==> config.mk <==
export PLATFORM = sky130hd
export DESIGN_NAME = axi_line_master
export DESIGN_NICKNAME = d
export VERILOG_FILES = /design/src/rtl/axi_line_pkg.sv /design/src/rtl/axi_line_buf.sv /design/src/rtl/axi_line_master.sv
export SDC_FILE = /design/constraint.sdc
export NUM_CORES = 2
export LEC_CHECK = 0
export CAP_MARGIN = 20
export CELL_PAD_IN_SITES_DETAIL_PLACEMENT = 0
export CELL_PAD_IN_SITES_GLOBAL_PLACEMENT = 1
export CORE_AREA = 4 4 555 557
export DETAILED_ROUTE_END_ITERATION = 12
export DIE_AREA = 0 0 559 561
export GPL_TIMING_DRIVEN = 0
export PLACE_DENSITY = 0.41
export SLEW_MARGIN = 10
export SYNTH_ARGS = -nofsm -noshare
export SYNTH_HDL_FRONTEND = slang
export SYNTH_HIERARCHICAL = 1
export SYNTH_SLANG_ARGS = --single-unit
==> constraint.sdc <==
create_clock -name CLK -period 2.8 [get_ports CLK]
set_input_delay 0.56 -clock CLK [delete_from_list [all_inputs] [get_ports CLK]]
set_output_delay 0.56 -clock CLK [all_outputs]
set_load 0.005 [all_outputs]
==> src/rtl/axi_line_pkg.sv <==
// Shared types and constants for the AXI cache-line master.
package axi_line_pkg;

  localparam int unsigned BEAT_W = 128;
  localparam int unsigned STRB_W = BEAT_W / 8;
  localparam logic [STRB_W-1:0] STRB_ALL = 16'hFFFF;

  // AXI response codes
  localparam logic [1:0] AXI_RESP_OKAY   = 2'b00;
  localparam logic [1:0] AXI_RESP_SLVERR = 2'b10;

  typedef enum logic [2:0] {
    ST_IDLE,
    ST_AR,
    ST_R,
    ST_AW,
    ST_W,
    ST_B,
    ST_RSP
  } state_t;

endpackage

==> src/rtl/axi_line_buf.sv <==
// Line buffer: BEATS x 128-bit storage with whole-line load, per-beat write,
// per-beat read and full-line view.
module axi_line_buf
  import axi_line_pkg::*;
#(
  parameter int unsigned BEATS = 4,
  parameter int unsigned IDX_W = (BEATS > 1) ? $clog2(BEATS) : 1
) (
  input  logic                    CLK,
  input  logic                    RSTn,
  input  logic                    load,
  input  logic [BEATS*BEAT_W-1:0] load_line,
  input  logic                    wr_en,
  input  logic [IDX_W-1:0]        wr_idx,
  input  logic [BEAT_W-1:0]       wr_beat,
  input  logic [IDX_W-1:0]        rd_idx,
  output logic [BEAT_W-1:0]       rd_beat_c,
  output logic [BEATS*BEAT_W-1:0] line
);

  logic [BEATS-1:0][BEAT_W-1:0] mem;

  // Storage: whole-line load wins over a single-beat write
  always_ff @(posedge CLK or negedge RSTn) begin
    if (!RSTn) begin
      mem <= '0;
    end else if (load) begin
      mem <= load_line;
    end else if (wr_en) begin
      mem[wr_idx] <= wr_beat;
    end
  end

  assign rd_beat_c = mem[rd_idx];
  assign line      = mem;

endmodule

==> src/rtl/axi_line_master.sv <==
// AXI initiator moving one whole cache line per request as an INCR burst.
// Optional macro AXI_LINE_MASTER_CHECK_EN: accumulate RRESP/BRESP/RLAST
// problems into RSP_ERR and raise a simulation $error; otherwise RSP_ERR is 0.
module axi_line_master
  import axi_line_pkg::*;
#(
  parameter int unsigned BEATS  = 4,
  parameter int unsigned ADDR_W = 32
) (
  input  logic                    CLK,
  input  logic                    RSTn,
  // client request/response
  input  logic                    REQ_VALID,
  output logic                    REQ_READY,
  input  logic                    REQ_WE,
  input  logic [ADDR_W-1:0]       REQ_ADDR,
  input  logic [BEATS*BEAT_W-1:0] REQ_WDATA,
  output logic                    RSP_VALID,
  output logic [BEATS*BEAT_W-1:0] RSP_RDATA,
  output logic                    RSP_ERR,
  // read address / data
  output logic                    ARVALID,
  output logic [ADDR_W-1:0]       ARADDR,
  output logic [7:0]              ARLEN,
  input  logic                    ARREADY,
  input  logic                    RVALID,
  input  logic [BEAT_W-1:0]       RDATA,
  input  logic                    RLAST,
  input  logic [1:0]              RRESP,
  output logic                    RREADY,
  // write address / data / response
  output logic                    AWVALID,
  output logic [ADDR_W-1:0]       AWADDR,
  output logic [7:0]              AWLEN,
  input  logic                    AWREADY,
  output logic                    WVALID,
  output logic [BEAT_W-1:0]       WDATA,
  output logic [STRB_W-1:0]       WSTRB,
  output logic                    WLAST,
  input  logic                    WREADY,
  input  logic                    BVALID,
  input  logic [1:0]              BRESP,
  output logic                    BREADY
);

  localparam int unsigned IDX_W = (BEATS > 1) ? $clog2(BEATS) : 1;
  localparam int unsigned CNT_W = $clog2(BEATS) + 1;
  localparam int unsigned OFF_W = $clog2(BEATS * BEAT_W / 8);

  state_t            state;
  logic [CNT_W-1:0]  cnt;
  logic              err;
  logic              last_c;
  logic              r_err_c;
  logic              b_err_c;
  logic [ADDR_W-1:0] line_addr_c;
  logic              load_c;
  logic              wr_en_c;
  logic [IDX_W-1:0]  rd_idx_c;
  logic [BEAT_W-1:0] rd_beat_c;
  logic              unused_addr;

  assign ARLEN = 8'(BEATS - 1);
  assign AWLEN = 8'(BEATS - 1);
  assign WSTRB = STRB_ALL;

  // Line-aligned address; offset bits inside the line are dropped
  assign line_addr_c = {REQ_ADDR[ADDR_W-1:OFF_W], OFF_W'(0)};
  assign unused_addr = ^REQ_ADDR[OFF_W-1:0];

  assign last_c   = (cnt == CNT_W'(BEATS - 1));
  assign load_c   = (state == ST_IDLE) && REQ_VALID && REQ_READY && REQ_WE;
  assign wr_en_c  = (state == ST_R) && RVALID && RREADY;
  // W data is registered, so look one beat ahead of the counter
  assign rd_idx_c = (state == ST_W) ? IDX_W'(cnt + CNT_W'(1)) : '0;

`ifdef AXI_LINE_MASTER_CHECK_EN
  assign r_err_c = (RRESP != AXI_RESP_OKAY) || (RLAST != last_c);
  assign b_err_c = (BRESP != AXI_RESP_OKAY);

  // Simulation-time report of bad responses or misplaced RLAST
  always @(posedge CLK) begin
    if (RSTn && state == ST_R && RVALID && r_err_c)
      $error("axi_line_master: bad R beat %0d resp=%0d last=%0b", cnt, RRESP, RLAST);
    if (RSTn && state == ST_B && BVALID && b_err_c)
      $error("axi_line_master: bad B resp=%0d", BRESP);
  end
`else
  logic unused_resp;
  assign r_err_c     = 1'b0;
  assign b_err_c     = 1'b0;
  assign unused_resp = ^{RRESP, BRESP, RLAST};
`endif

  axi_line_buf #(
    .BEATS (BEATS),
    .IDX_W (IDX_W)
  ) u_buf (
    .CLK       (CLK),
    .RSTn      (RSTn),
    .load      (load_c),
    .load_line (REQ_WDATA),
    .wr_en     (wr_en_c),
    .wr_idx    (cnt[IDX_W-1:0]),
    .wr_beat   (RDATA),
    .rd_idx    (rd_idx_c),
    .rd_beat_c (rd_beat_c),
    .line      (RSP_RDATA)
  );

  // Transaction FSM with registered AXI and client outputs
  always_ff @(posedge CLK or negedge RSTn) begin
    if (!RSTn) begin
      state     <= ST_IDLE;
      REQ_READY <= 1'b1;
      RSP_VALID <= 1'b0;
      RSP_ERR   <= 1'b0;
      ARVALID   <= 1'b0;
      ARADDR    <= '0;
      RREADY    <= 1'b0;
      AWVALID   <= 1'b0;
      AWADDR    <= '0;
      WVALID    <= 1'b0;
      WDATA     <= '0;
      WLAST     <= 1'b0;
      BREADY    <= 1'b0;
      cnt       <= '0;
      err       <= 1'b0;
    end else begin
      case (state)
        ST_IDLE: begin
          if (REQ_VALID && REQ_READY) begin
            REQ_READY <= 1'b0;
            cnt       <= '0;
            err       <= 1'b0;
            if (REQ_WE) begin
              AWADDR  <= line_addr_c;
              AWVALID <= 1'b1;
              state   <= ST_AW;
            end else begin
              ARADDR  <= line_addr_c;
              ARVALID <= 1'b1;
              state   <= ST_AR;
            end
          end
        end
        ST_AR: begin
          if (ARREADY) begin
            ARVALID <= 1'b0;
            RREADY  <= 1'b1;
            state   <= ST_R;
          end
        end
        ST_R: begin
          if (RVALID) begin
            cnt <= cnt + CNT_W'(1);
            err <= err | r_err_c;
            if (last_c) begin
              RREADY    <= 1'b0;
              RSP_VALID <= 1'b1;
              RSP_ERR   <= err | r_err_c;
              state     <= ST_RSP;
            end
          end
        end
        ST_AW: begin
          if (AWREADY) begin
            AWVALID <= 1'b0;
            WVALID  <= 1'b1;
            WDATA   <= rd_beat_c;
            WLAST   <= (BEATS == 1);
            state   <= ST_W;
          end
        end
        ST_W: begin
          if (WREADY) begin
            cnt <= cnt + CNT_W'(1);
            if (last_c) begin
              WVALID <= 1'b0;
              WLAST  <= 1'b0;
              BREADY <= 1'b1;
              state  <= ST_B;
            end else begin
              WDATA <= rd_beat_c;
              WLAST <= (cnt + CNT_W'(1) == CNT_W'(BEATS - 1));
            end
          end
        end
        ST_B: begin
          if (BVALID) begin
            BREADY    <= 1'b0;
            RSP_VALID <= 1'b1;
            RSP_ERR   <= err | b_err_c;
            state     <= ST_RSP;
          end
        end
        ST_RSP: begin
          RSP_VALID <= 1'b0;
          RSP_ERR   <= 1'b0;
          REQ_READY <= 1'b1;
          state     <= ST_IDLE;
        end
        default: state <= ST_IDLE;
      endcase
    end
  end

endmodule
==> flow_summary.yaml <==
status:
  status: "finished clean"
clock_tree:
  cts.root.buffer_cell: "clkbuf_16"
  cts_max_path_buffers: 4
  cts_tree: "yes"
  path_clk_slew_ns: 0.06
  insertion_delay_ns: 0.81
  clock-sinks: 706
  cts_made_buffers: 108
  h-tree-depth: 3
sta:
  fmax_mhz: 366.0
  grt_setup_unrepaired: "true"
  worst_slew_pin_slew_ns: 0.7766
  min_period_over_period_pct: 97.57
  fin_tns_setup_ns: 0
  setup_ws_ns: 0.06792
  fin_skew_ns: 0.03436
  drv_slew: 0
  min_period_ns: 2.732
  setup_viol: 0
  finalHoldViolations: 0
  slew_headroom_pct: 48.06
power:
  clockPowerShare_pct: 22.5
  power.internal_w: 0.03668
  p_per_area_nw_per_um2: 1032
  netSwitchingFraction_pct: 40.06
  p_leak_nw: 23.66
  p_comb_share_pct: 44.9
  finalPower_w: 0.06118
  power_switching_w: 0.02451
  p_seq_share_pct: 32.6
  ir_worst_vdd_uv: 435.2
global_route:
  grt_usage_pct: 19.28
  grt_overflow: 0
  grt_pass1_wl_um: 403000
  grt_pass1_vias: 36870
  antenna_found_initial: 103
  grt_max_degree: 93
floorplanning:
  core_um2: 302500
  start_util_pct: 11.64
  dieArea_um2: 313600
  dieHeight_um: 561
  dieWidth_um: 559
  ios: 1431
  row_count: 202
worst_setup_path:
  r2r_end: "WDATA[77]"
  worstPathArrival_ns: 3.42
  critPathCapture: "WDATA[77]"
  crit_type: "reg -> reg"
  required_ns: 3.49
  r2r_slack_ns: 0.07
  cp_max_fo: 10
  endpoint_kind: "register"
  reg2reg_depth: 10
  crit_start: "state[0]"
  r2r-start: "state[0]"
  cp-start-kind: "register"
drt:
  drcViolationCount: 0
  dr.pass1.iters: 5
  post_drt_via_cell_ratio: 3.889
  first_iter_violations: 2510
  ant_nets: 0
  num_vias: 35490
  wl_per_cell_um: 34.42
  finalWirelength_um: 314100
hold_path:
  min_path_type: "in -> async"
logic_synthesis:
  ys_ff_latch: 706
  ys.warnings.count: 6
  yosys.area.top_type: "dfrtp_1"
  yosysMostFrequentCell: "a21oi_1"
  avgSynthCellArea_um2: 10.15
  synth_top_area_share_pct: 50.09
  synth-main-ff-cell: "dfrtp_1"
  synth-async-reset-ratio_pct: 100.0
  synth_cell_types: 47
  yosys-top-cells-area: "dfrtp_1, a21oi_1, nor2b_1"
  synth_common_cells: "a21oi_1, dfrtp_1, nand2_1"
  synth_edf_count: 0
  synth_area_um2: 35220
  syn_inst: 3469
  synth_seq_area_share_pct: 50.16
flow_run:
  drv_cap: 0
final_layout:
  area_growth_syn_to_layout_pct: 68.36
  final_layout_size_suffix_gt1_share_pct: 13.20
  finalNonFillerCells: 9127
  layout.nets: 5723
placement:
  place_inst: 8877
  dp_hpwl_um: 253000
  place_congestion: 0.8428
  portBuffers: 1374
  post-place-ws_ns: -2.157
## area by class of cell
| class | instances | area (um^2) |
|---|---|---|
| Clock buffer | 164 | 3174 |
| Fill cell | 33350 | 243200 |
| Buffer | 323 | 2680 |
| Antenna cell | 37 | 92.59 |
| Timing Repair Buffer | 1415 | 14490 |
| Tap cell | 3978 | 4977 |
| Clock inverter | 24 | 249.0 |
| Sequential cell | 706 | 17670 |
| Inverter | 6 | 22.52 |
| Multi-Input combinational cell | 2474 | 15950 |
## worst min-delay path by stage
stage          slack (ns)              end  depth (start not counted)      startpoint
6_report             0.30  u_buf/line[502]                          2            RSTn
5_1_grt              0.27  u_buf/line[250]                          3  REQ_WDATA[250]
4_1_cts              0.21  u_buf/line[511]                          2            RSTn
3_5_place_dp         0.47       AWADDR[19]                          1      AWADDR[19]
3_3_place_gp         0.47       AWADDR[23]                          1      AWADDR[23]
2_1_floorplan        0.26       ARADDR[10]                          0            RSTn
## routing by layer
layer | GRT usage (%) | wire [um] | share of wire [%] | up-vias
li1 | - | - | - | 15160
met1 | 21.45 | 116800 | 37 | 18160
met2 | 34.36 | 157600 | 50 | 1752
met3 | 6.892 | 28920 | 9.2 | 366
met4 | 5.622 | 10390 | 3.3 | 56
met5 | 0 | 368 | 0.12 | -
## logic make-up after synthesis
family	share of synthesized area, %
fa+ha+maj	0.1066
compound gates	15.19
flops	50.16
mux	14.06
simple gates	15.15
other cells	0.02132
buf+inv	5.314
## state kept, by name, indices dropped and copies added (netlist names)
register	count
ARADDR	26
ARVALID	1
AWADDR	26
AWVALID	1
BREADY	1
REQ_READY	1
RREADY	1
RSP_VALID	1
WDATA	128
WLAST	1
WVALID	1
cnt	3
state	3
u_buf/line	512
## worst max-delay path, stage by stage, from the launching register on
cell and delay (ns):
dfrtp_2 0.46, clkbuf_8 0.19, clkbuf_8 0.18, nor3_4 0.13
buf_6 0.15, buf_12 0.15, buf_16 0.18, buf_12 0.14
buf_16 0.11, mux4_2 0.57, mux2_4 0.28
## placed cells by master (no fill, tap or decap), drive strengths merged, types with 6 or more instances in the layout
cell type | netlist | layout
clkinv | 0 | 14
mux2 | 181 | 181
diode | 0 | 37
a31oi | 6 | 6
dlygate4sd2 | 0 | 13
conb | 2 | 45
nor2b | 516 | 516
buf | 216 | 250
a21oi | 1027 | 1027
mux4 | 128 | 128
dfrtp | 705 | 705
o21ai | 9 | 9
clkdlybuf4s50 | 0 | 1359
nand2 | 519 | 519
clkbuf | 110 | 277
inv | 6 | 8
## stage by stage
step,utilization (%),area (um^2),hold WS (ns)
detailed placement,18.00,54470,0.4737
finish,19.60,59300,0.2993
floorplan,-,35390,0.2644
CTS,19.47,58910,0.2076
global placement,17.89,54120,0.4697
global route,19.58,59230,0.2677
## power groups by stage
stage / Clock [W] / Combinational [W] / Sequential, W
3_3_place_gp: 0 / 0.0273 / 0.0202
3_5_place_dp: 0 / 0.0274 / 0.0201
2_1_floorplan: 0 / 0.00811 / 0.0179
6_report: 0.0138 / 0.0275 / 0.0199
4_1_cts: 0.0144 / 0.0282 / 0.0200
5_1_grt: 0.0146 / 0.0294 / 0.0204
## repair_timing
action,in CTS,in global routing
setup endpoints to repair,655,371
pin swaps,3,0
setup buffers,11,11
endpoints found under the hold margin,52,0
gates cloned,4,2
hold buffers,1,0
gates resized for setup,299,80
Power figures use the tool's default switching activity.
